$ cat src/rtl/ads1118_avg_if.sv
// ads1118_avg_if
//   Groups the ADS1118 averager's frame inputs and result outputs.
//   master : the side that drives CS/ADdata/cfg_change (SPI block or bench)
//   slave  : the averager itself
//   Signals:
//     CS          chip select from the SPI master (async to CLK_50M)
//     ADdata      16-bit signed conversion, stable while CS is low
//     cfg_change  one-cycle pulse when mux/PGA configuration changes
//     avg_data    signed averaged result
//     avg_valid   one-cycle pulse, avg_data/over_range updated
//     over_range  a sample in the reported window was full scale
//     adc_stall   no frame seen for TIMEOUT cycles
interface ads1118_avg_if;
   logic        CS;
   logic [15:0] ADdata;
   logic        cfg_change;
   logic [15:0] avg_data;
   logic        avg_valid;
   logic        over_range;
   logic        adc_stall;

   modport master (
      output CS, ADdata, cfg_change,
      input  avg_data, avg_valid, over_range, adc_stall
   );

   modport slave (
      input  CS, ADdata, cfg_change,
      output avg_data, avg_valid, over_range, adc_stall
   );
endinterface

$ cat src/rtl/ads1118_avg.sv
// ads1118_avg
//   Boxcar averager for ADS1118 conversions. Each synchronized CS falling
//   edge captures one sample; the first DISCARD samples after reset or a
//   configuration change are dropped, then every 2^AVG_LOG2 samples produce
//   one floored average. A stall flag reports missing frames.
//   Ports:
//     CLK_50M  system clock (rising edge)
//     rst_n    synchronous active-low reset
//     bus      ads1118_avg_if.slave (CS, ADdata, cfg_change in;
//              avg_data, avg_valid, over_range, adc_stall out)
module ads1118_avg #(
   parameter int AVG_LOG2 = 3,
   parameter int DISCARD  = 2,
   parameter int TIMEOUT  = 131071
) (
   input logic           CLK_50M,
   input logic           rst_n,
   ads1118_avg_if.slave  bus
);

   localparam int ACC_W  = 16 + AVG_LOG2;
   localparam int WIN    = 1 << AVG_LOG2;
   localparam int WCNT_W = AVG_LOG2 + 1;
   localparam int STC_W  = $clog2(TIMEOUT + 1);

   localparam logic [WCNT_W-1:0] WIN_LAST  = WCNT_W'(WIN - 1);
   localparam logic [4:0]        DISC_LAST = 5'((DISCARD > 0) ? DISCARD - 1 : 0);
   localparam logic [STC_W-1:0]  ST_MAX    = STC_W'(TIMEOUT);
   localparam logic [STC_W-1:0]  ST_PRE    = STC_W'(TIMEOUT - 1);

   typedef enum logic {S_DISCARD, S_ACCUM} state_t;

   state_t                    state;
   logic                      cs_s1, cs_s2, cs_s3;
   logic                      frame_ev;
   logic [15:0]               sample;
   logic                      sample_pend;
   logic [4:0]                disc_cnt;
   logic signed [ACC_W-1:0]   acc;
   logic signed [ACC_W-1:0]   sample_ext;
   logic signed [ACC_W-1:0]   sum;
   logic [15:0]               avg_next;
   logic [WCNT_W-1:0]         win_cnt;
   logic                      win_or;
   logic                      sample_fs;
   logic [15:0]               avg_data_r;
   logic                      avg_valid_r;
   logic                      over_range_r;
   logic [STC_W-1:0]          stall_cnt;
   logic                      stall_r;

   // Synchronized CS falling edge: stage 2 low while the delayed stage is high.
   assign frame_ev   = cs_s3 & ~cs_s2;
   assign sample_ext = ACC_W'(signed'(sample));
   assign sum        = acc + sample_ext;
   assign avg_next   = 16'(sum >>> AVG_LOG2);
   assign sample_fs  = (sample == 16'h7FFF) || (sample == 16'h8000);

   always_ff @(posedge CLK_50M) begin
      if (!rst_n) begin
         cs_s1        <= 1'b1;
         cs_s2        <= 1'b1;
         cs_s3        <= 1'b1;
         sample       <= '0;
         sample_pend  <= 1'b0;
         state        <= S_DISCARD;
         disc_cnt     <= '0;
         acc          <= '0;
         win_cnt      <= '0;
         win_or       <= 1'b0;
         avg_data_r   <= '0;
         avg_valid_r  <= 1'b0;
         over_range_r <= 1'b0;
         stall_cnt    <= '0;
         stall_r      <= 1'b0;
      end else begin
         cs_s1       <= bus.CS;
         cs_s2       <= cs_s1;
         cs_s3       <= cs_s2;
         avg_valid_r <= 1'b0;

         if (frame_ev)
            sample <= bus.ADdata;
         // A frame coinciding with cfg_change never becomes a sample.
         sample_pend <= frame_ev & ~bus.cfg_change;

         if (bus.cfg_change) begin
            state    <= S_DISCARD;
            disc_cnt <= '0;
            acc      <= '0;
            win_cnt  <= '0;
            win_or   <= 1'b0;
         end else begin
            case (state)
               S_DISCARD: begin
                  if (DISCARD == 0) begin
                     state <= S_ACCUM;
                  end else if (sample_pend) begin
                     disc_cnt <= disc_cnt + 5'd1;
                     if (disc_cnt == DISC_LAST)
                        state <= S_ACCUM;
                  end
               end
               S_ACCUM: begin
                  if (sample_pend) begin
                     if (win_cnt == WIN_LAST) begin
                        avg_data_r   <= avg_next;
                        avg_valid_r  <= 1'b1;
                        over_range_r <= win_or | sample_fs;
                        acc          <= '0;
                        win_cnt      <= '0;
                        win_or       <= 1'b0;
                     end else begin
                        acc     <= sum;
                        win_cnt <= win_cnt + 1'b1;
                        win_or  <= win_or | sample_fs;
                     end
                  end
               end
               default: state <= S_DISCARD;
            endcase
         end

         // stall_r tracks (stall_cnt == TIMEOUT) one register earlier.
         if (frame_ev) begin
            stall_cnt <= '0;
            stall_r   <= 1'b0;
         end else if (stall_cnt != ST_MAX) begin
            stall_cnt <= stall_cnt + 1'b1;
            stall_r   <= (stall_cnt == ST_PRE);
         end
      end
   end

   assign bus.avg_data   = avg_data_r;
   assign bus.avg_valid  = avg_valid_r;
   assign bus.over_range = over_range_r;
   assign bus.adc_stall  = stall_r;

endmodule
$ cat src/flat_wrapper.sv
// flat-port wrapper written by rule: the top's interface ports become plain ports
module ads1118_avg_flat 
#(
   parameter int AVG_LOG2 = 3,
   parameter int DISCARD  = 2,
   parameter int TIMEOUT  = 131071
)
  (CLK_50M, rst_n, bus_CS, bus_ADdata, bus_cfg_change, bus_avg_data, bus_avg_valid, bus_over_range, bus_adc_stall);
  ads1118_avg_if bus_i ();
  input logic CLK_50M;
  input logic rst_n;
  input wire logic [$bits(bus_i.CS)-1:0] bus_CS;
  input wire logic [$bits(bus_i.ADdata)-1:0] bus_ADdata;
  input wire logic [$bits(bus_i.cfg_change)-1:0] bus_cfg_change;
  output wire logic [$bits(bus_i.avg_data)-1:0] bus_avg_data;
  output wire logic [$bits(bus_i.avg_valid)-1:0] bus_avg_valid;
  output wire logic [$bits(bus_i.over_range)-1:0] bus_over_range;
  output wire logic [$bits(bus_i.adc_stall)-1:0] bus_adc_stall;
  assign bus_i.CS = bus_CS;
  assign bus_i.ADdata = bus_ADdata;
  assign bus_i.cfg_change = bus_cfg_change;
  assign bus_avg_data = bus_i.avg_data;
  assign bus_avg_valid = bus_i.avg_valid;
  assign bus_over_range = bus_i.over_range;
  assign bus_adc_stall = bus_i.adc_stall;
  ads1118_avg #(.AVG_LOG2(AVG_LOG2), .DISCARD(DISCARD), .TIMEOUT(TIMEOUT)) u_core (.CLK_50M(CLK_50M), .rst_n(rst_n), .bus(bus_i));
endmodule
$ cat config.mk
export PLATFORM = sky130hd
export DESIGN_NAME = ads1118_avg_flat
export DESIGN_NICKNAME = d
export VERILOG_FILES = /design/src/rtl/ads1118_avg_if.sv /design/src/rtl/ads1118_avg.sv /design/src/flat_wrapper.sv
export SDC_FILE = /design/constraint.sdc
export NUM_CORES = 1
export LEC_CHECK = 0
export ABC_AREA = 1
export ABC_CLOCK_PERIOD_IN_PS = 4100
export BUFFER_PORTS_ARGS = -buffer_cell sky130_fd_sc_hd__buf_2
export CAP_MARGIN = 20
export CORE_AREA = 3 3 119 75
export CTS_CLUSTER_DIAMETER = 30
export DETAILED_ROUTE_END_ITERATION = 7
export DIE_AREA = 0 0 122 78
export MAX_ROUTING_LAYER = met4
export PLACE_DENSITY_LB_ADDON = 0.3
export SYNTH_ARGS = -nofsm -noshare
export SYNTH_HDL_FRONTEND = slang
export SYNTH_SLANG_ARGS = --single-unit
$ cat constraint.sdc
create_clock -name CLK_50M -period 4.1 [get_ports CLK_50M]
set_input_delay 0.41 -clock CLK_50M [delete_from_list [all_inputs] [get_ports CLK_50M]]
set_output_delay 0.41 -clock CLK_50M [all_outputs]
set_load 0.005 [all_outputs]
==> metrics.csv <==
metric;value;unit
status;complete, no violations;
ys async rst share;0;%
RSZ-0062 raised after global routing;false;
I/O Pins;39;
first-pass GRT wire length;18.3;mm
CTS buffer count;9;
worst path buffer plus inverter count;3;
Max Slew Vio Count;0;
crit-path max FO;25;
Root Driver;clkbuf_16;
clk buf depth;2;
fin nets;732;
min cycle time layout;2.30;ns
DPL Wire Length;8.51;mm
Setup CP Type;reg -> reg;
area delta synth->final;12.0;%
final hold violations;0;
Crit path required time;4.39;ns
Mapped Cells;652;
DR vias;4237;
Rows;25;
pwr/cell area;342;nW/um^2
remaining antenna violation count;0;
Remaining DRCs;0;
vias in the first global route;3793;
startpoint types;flip-flop;
pin slew with the least headroom to its limit;0.691;ns
critical-path cell list;inv_1 -> nand2_1 -> inv_2 -> nor2_1 -> inv_1 -> a21oi_1 -> o21a_1;
Max transition margin;53.8;%
post-CTS setup buffers;0;
worst skew pair latency;0.34;ns
leakage power;0.00231;uW
gr usage total;25.4;%
Core Area;7850;sq um
post-synthesis sequential area ratio;37.8;%
die area;9520;sq um
Starting Density;58.0;%
Slowest Stage Delay on Critical Path;0.49;ns
Avg WL per Cell;13.7;um
number of max-cap violations;0;
Yosys warning count;0;
worst setup margin;1.80;ns
1st-pass router iterations;5;
Critical Path AT;2.59;ns
CTS tree;built;
Port Buffers;38;
total routed wirelength;11.0;mm
post-placement cell count;784;
Max VDD drop;0.000253;V
syn nets;697;
CP max stage cell;nand2_1;
Die H;78;um
final critical-path share of the clock period;56.2;%
# setup viols final;0;
most frequent cells in the layout;nand2_1 (151), dfxtp_1 (86), inv_1 (82);
vias per cell;5.30;
Worst Reg-to-Reg Cells;7;
clk slew on worst S/H paths;0.06;ns
skew final;0.00487;ns
setup TNS;0;ns
share of layout cells above drive strength 1;12.1;%
hold buffer count at CTS;0;
initial antenna violation count;0;
Hold Crit Depth;2;
Seq cells post-synth;86;
Crit path max-delay family;simple AND/OR/NAND/NOR gates;
Post-CTS Resized;0;
fmax;0.434;GHz
EDFF count, synth;0;
most frequent CP cell;inv_1;
chip width;122;um
CTS sink cnt;86;
Post-Layout Cell Count;800;
GPL Wtd Cong;0.978;
worst slack at placement;1.78;ns
n_diodes;0;
pin count of the biggest net entering global routing;36;
commonest non-fill, non-tap cell in the layout;nand2_1;
critical path depth;7;
Primary FF master, synth;dfxtp_1;
Syn Area/Cell;6.98;sq um
CP Capture Type;flip-flop;
post-synth design cell area;4550;sq um
Unique masters post-synth;42;
GRT overflow;0;
H-tree levels;3;
initial DRC count;385;
worst hold path class;in -> reg;
==> cells by family after synthesis <==
| logic type | Yosys count | synth area share [%] |
|---|---|---|
| and+or+nand+nor | 303 | 29.3 |
| DFF | 86 | 37.8 |
| xor gates and xnor gates | 10 | 1.92 |
| buffers and inverters | 104 | 9.10 |
| AOI/OAI and AO/OA | 124 | 14.8 |
| adders and majority gates | 25 | 7.03 |
==> power breakdown <==
group	switching [uW]	internal (uW)	total [uW]	leakage [uW]
Combinational	59.9	32.8	92.6	0.00146
Clock	339	449	787	0.000146
Sequential	15.2	848	863	0.000696
Total	414	1330	1740	0.00231
==> path summary, 6_finish.rpt <==
check                from                   to  slack, ns
max          u_core.cs_s2  u_core.stall_cnt[5]       1.80
min                bus_CS         u_core.cs_s1       0.31
max reg2reg  u_core.cs_s2  u_core.stall_cnt[5]       1.80
min reg2reg  u_core.cs_s2         u_core.cs_s3       0.43
==> registers in the layout, indices dropped and copies added (netlist names) <==
| name | count |
|---|---|
| u_core.bus.avg_valid | 1 |
| u_core.sample_pend | 1 |
| u_core.stall_cnt | 17 |
| u_core.state | 1 |
| u_core.win_cnt | 4 |
| u_core.sample | 16 |
| u_core.cs_s3 | 1 |
| u_core.win_or | 1 |
| u_core.acc | 19 |
| u_core.disc_cnt | 5 |
| u_core.cs_s1 | 1 |
| u_core.bus.avg_data | 16 |
| u_core.cs_s2 | 1 |
| u_core.bus.over_range | 1 |
| u_core.bus.adc_stall | 1 |
==> worst register-to-register path, cell delays in order, from the launching register on <==
cell and delay, ns:
dfxtp_1 0.31, inv_1 0.05, nand2_1 0.49, inv_2 0.25, nor2_1 0.46, inv_1 0.35, a21oi_1 0.21, o21a_1 0.14
==> synthesized netlist by cell type, types with 2 or more instances <==
| cell | n | share of area, % |
|---|---|---|
| xnor2_1 | 3 | 0.58 |
| o21ai_0 | 36 | 4.0 |
| o21a_1 | 9 | 1.5 |
| buf_6 | 2 | 0.49 |
| o211ai_1 | 3 | 0.49 |
| xor2_1 | 7 | 1.3 |
| a21oi_1 | 61 | 6.7 |
| nand2_2 | 2 | 0.27 |
| a211oi_1 | 2 | 0.33 |
| inv_2 | 7 | 0.58 |
| ha_1 | 24 | 6.6 |
| nand2_1 | 151 | 12 |
| nor2_4 | 4 | 0.99 |
| or2_1 | 2 | 0.27 |
| nand4_1 | 6 | 0.82 |
| nand3b_1 | 3 | 0.49 |
| nor2_1 | 73 | 6.0 |
| nor3_1 | 7 | 0.77 |
| buf_2 | 3 | 0.33 |
| or2_2 | 5 | 0.69 |
| nor4_1 | 4 | 0.55 |
| dfxtp_1 | 86 | 38 |
| inv_1 | 82 | 6.8 |
| o21ai_1 | 5 | 0.55 |
| clkbuf_1 | 8 | 0.66 |
| nand3_1 | 34 | 3.7 |
| a21o_1 | 3 | 0.49 |
| o21ai_2 | 2 | 0.38 |
| nor2_2 | 5 | 0.69 |
==> final cells by class <==
cell class	count	area, sq um
Fill cell	717	2750
Multi-Input combinational cell	462	2420
Sequential cell	86	1720
Inverter	89	334
Clock buffer	11	253
Timing Repair Buffer	39	198
Tap cell	108	135
Clock inverter	5	40.0
==> per-layer routing <==
metal / part of all wire (%) / vias to the layer above / global-route usage (%)
li1: - / 2172 / -
met5: 0 / - / -
met3: 9.7 / 13 / 6.63
met1: 51 / 1895 / 36.5
met2: 38 / 157 / 34.7
met4: 1.2 / 0 / 7.49
==> stage by stage <==
stage / utilization (%) / hold WS (ns) / total power [uW] / cell area [sq um]
after detailed placement: 61.2 / 0.416 / 972 / 4810
final: 64.9 / 0.307 / 1740 / 5100
after CTS: 64.9 / 0.290 / 1760 / 5100
after global routing: 64.9 / 0.307 / 1810 / 5100
after floorplan: - / 0.392 / 940 / 4550
after global placement: 61.2 / 0.403 / 969 / 4810
Note: power is estimated with default switching activity, not from simulation.
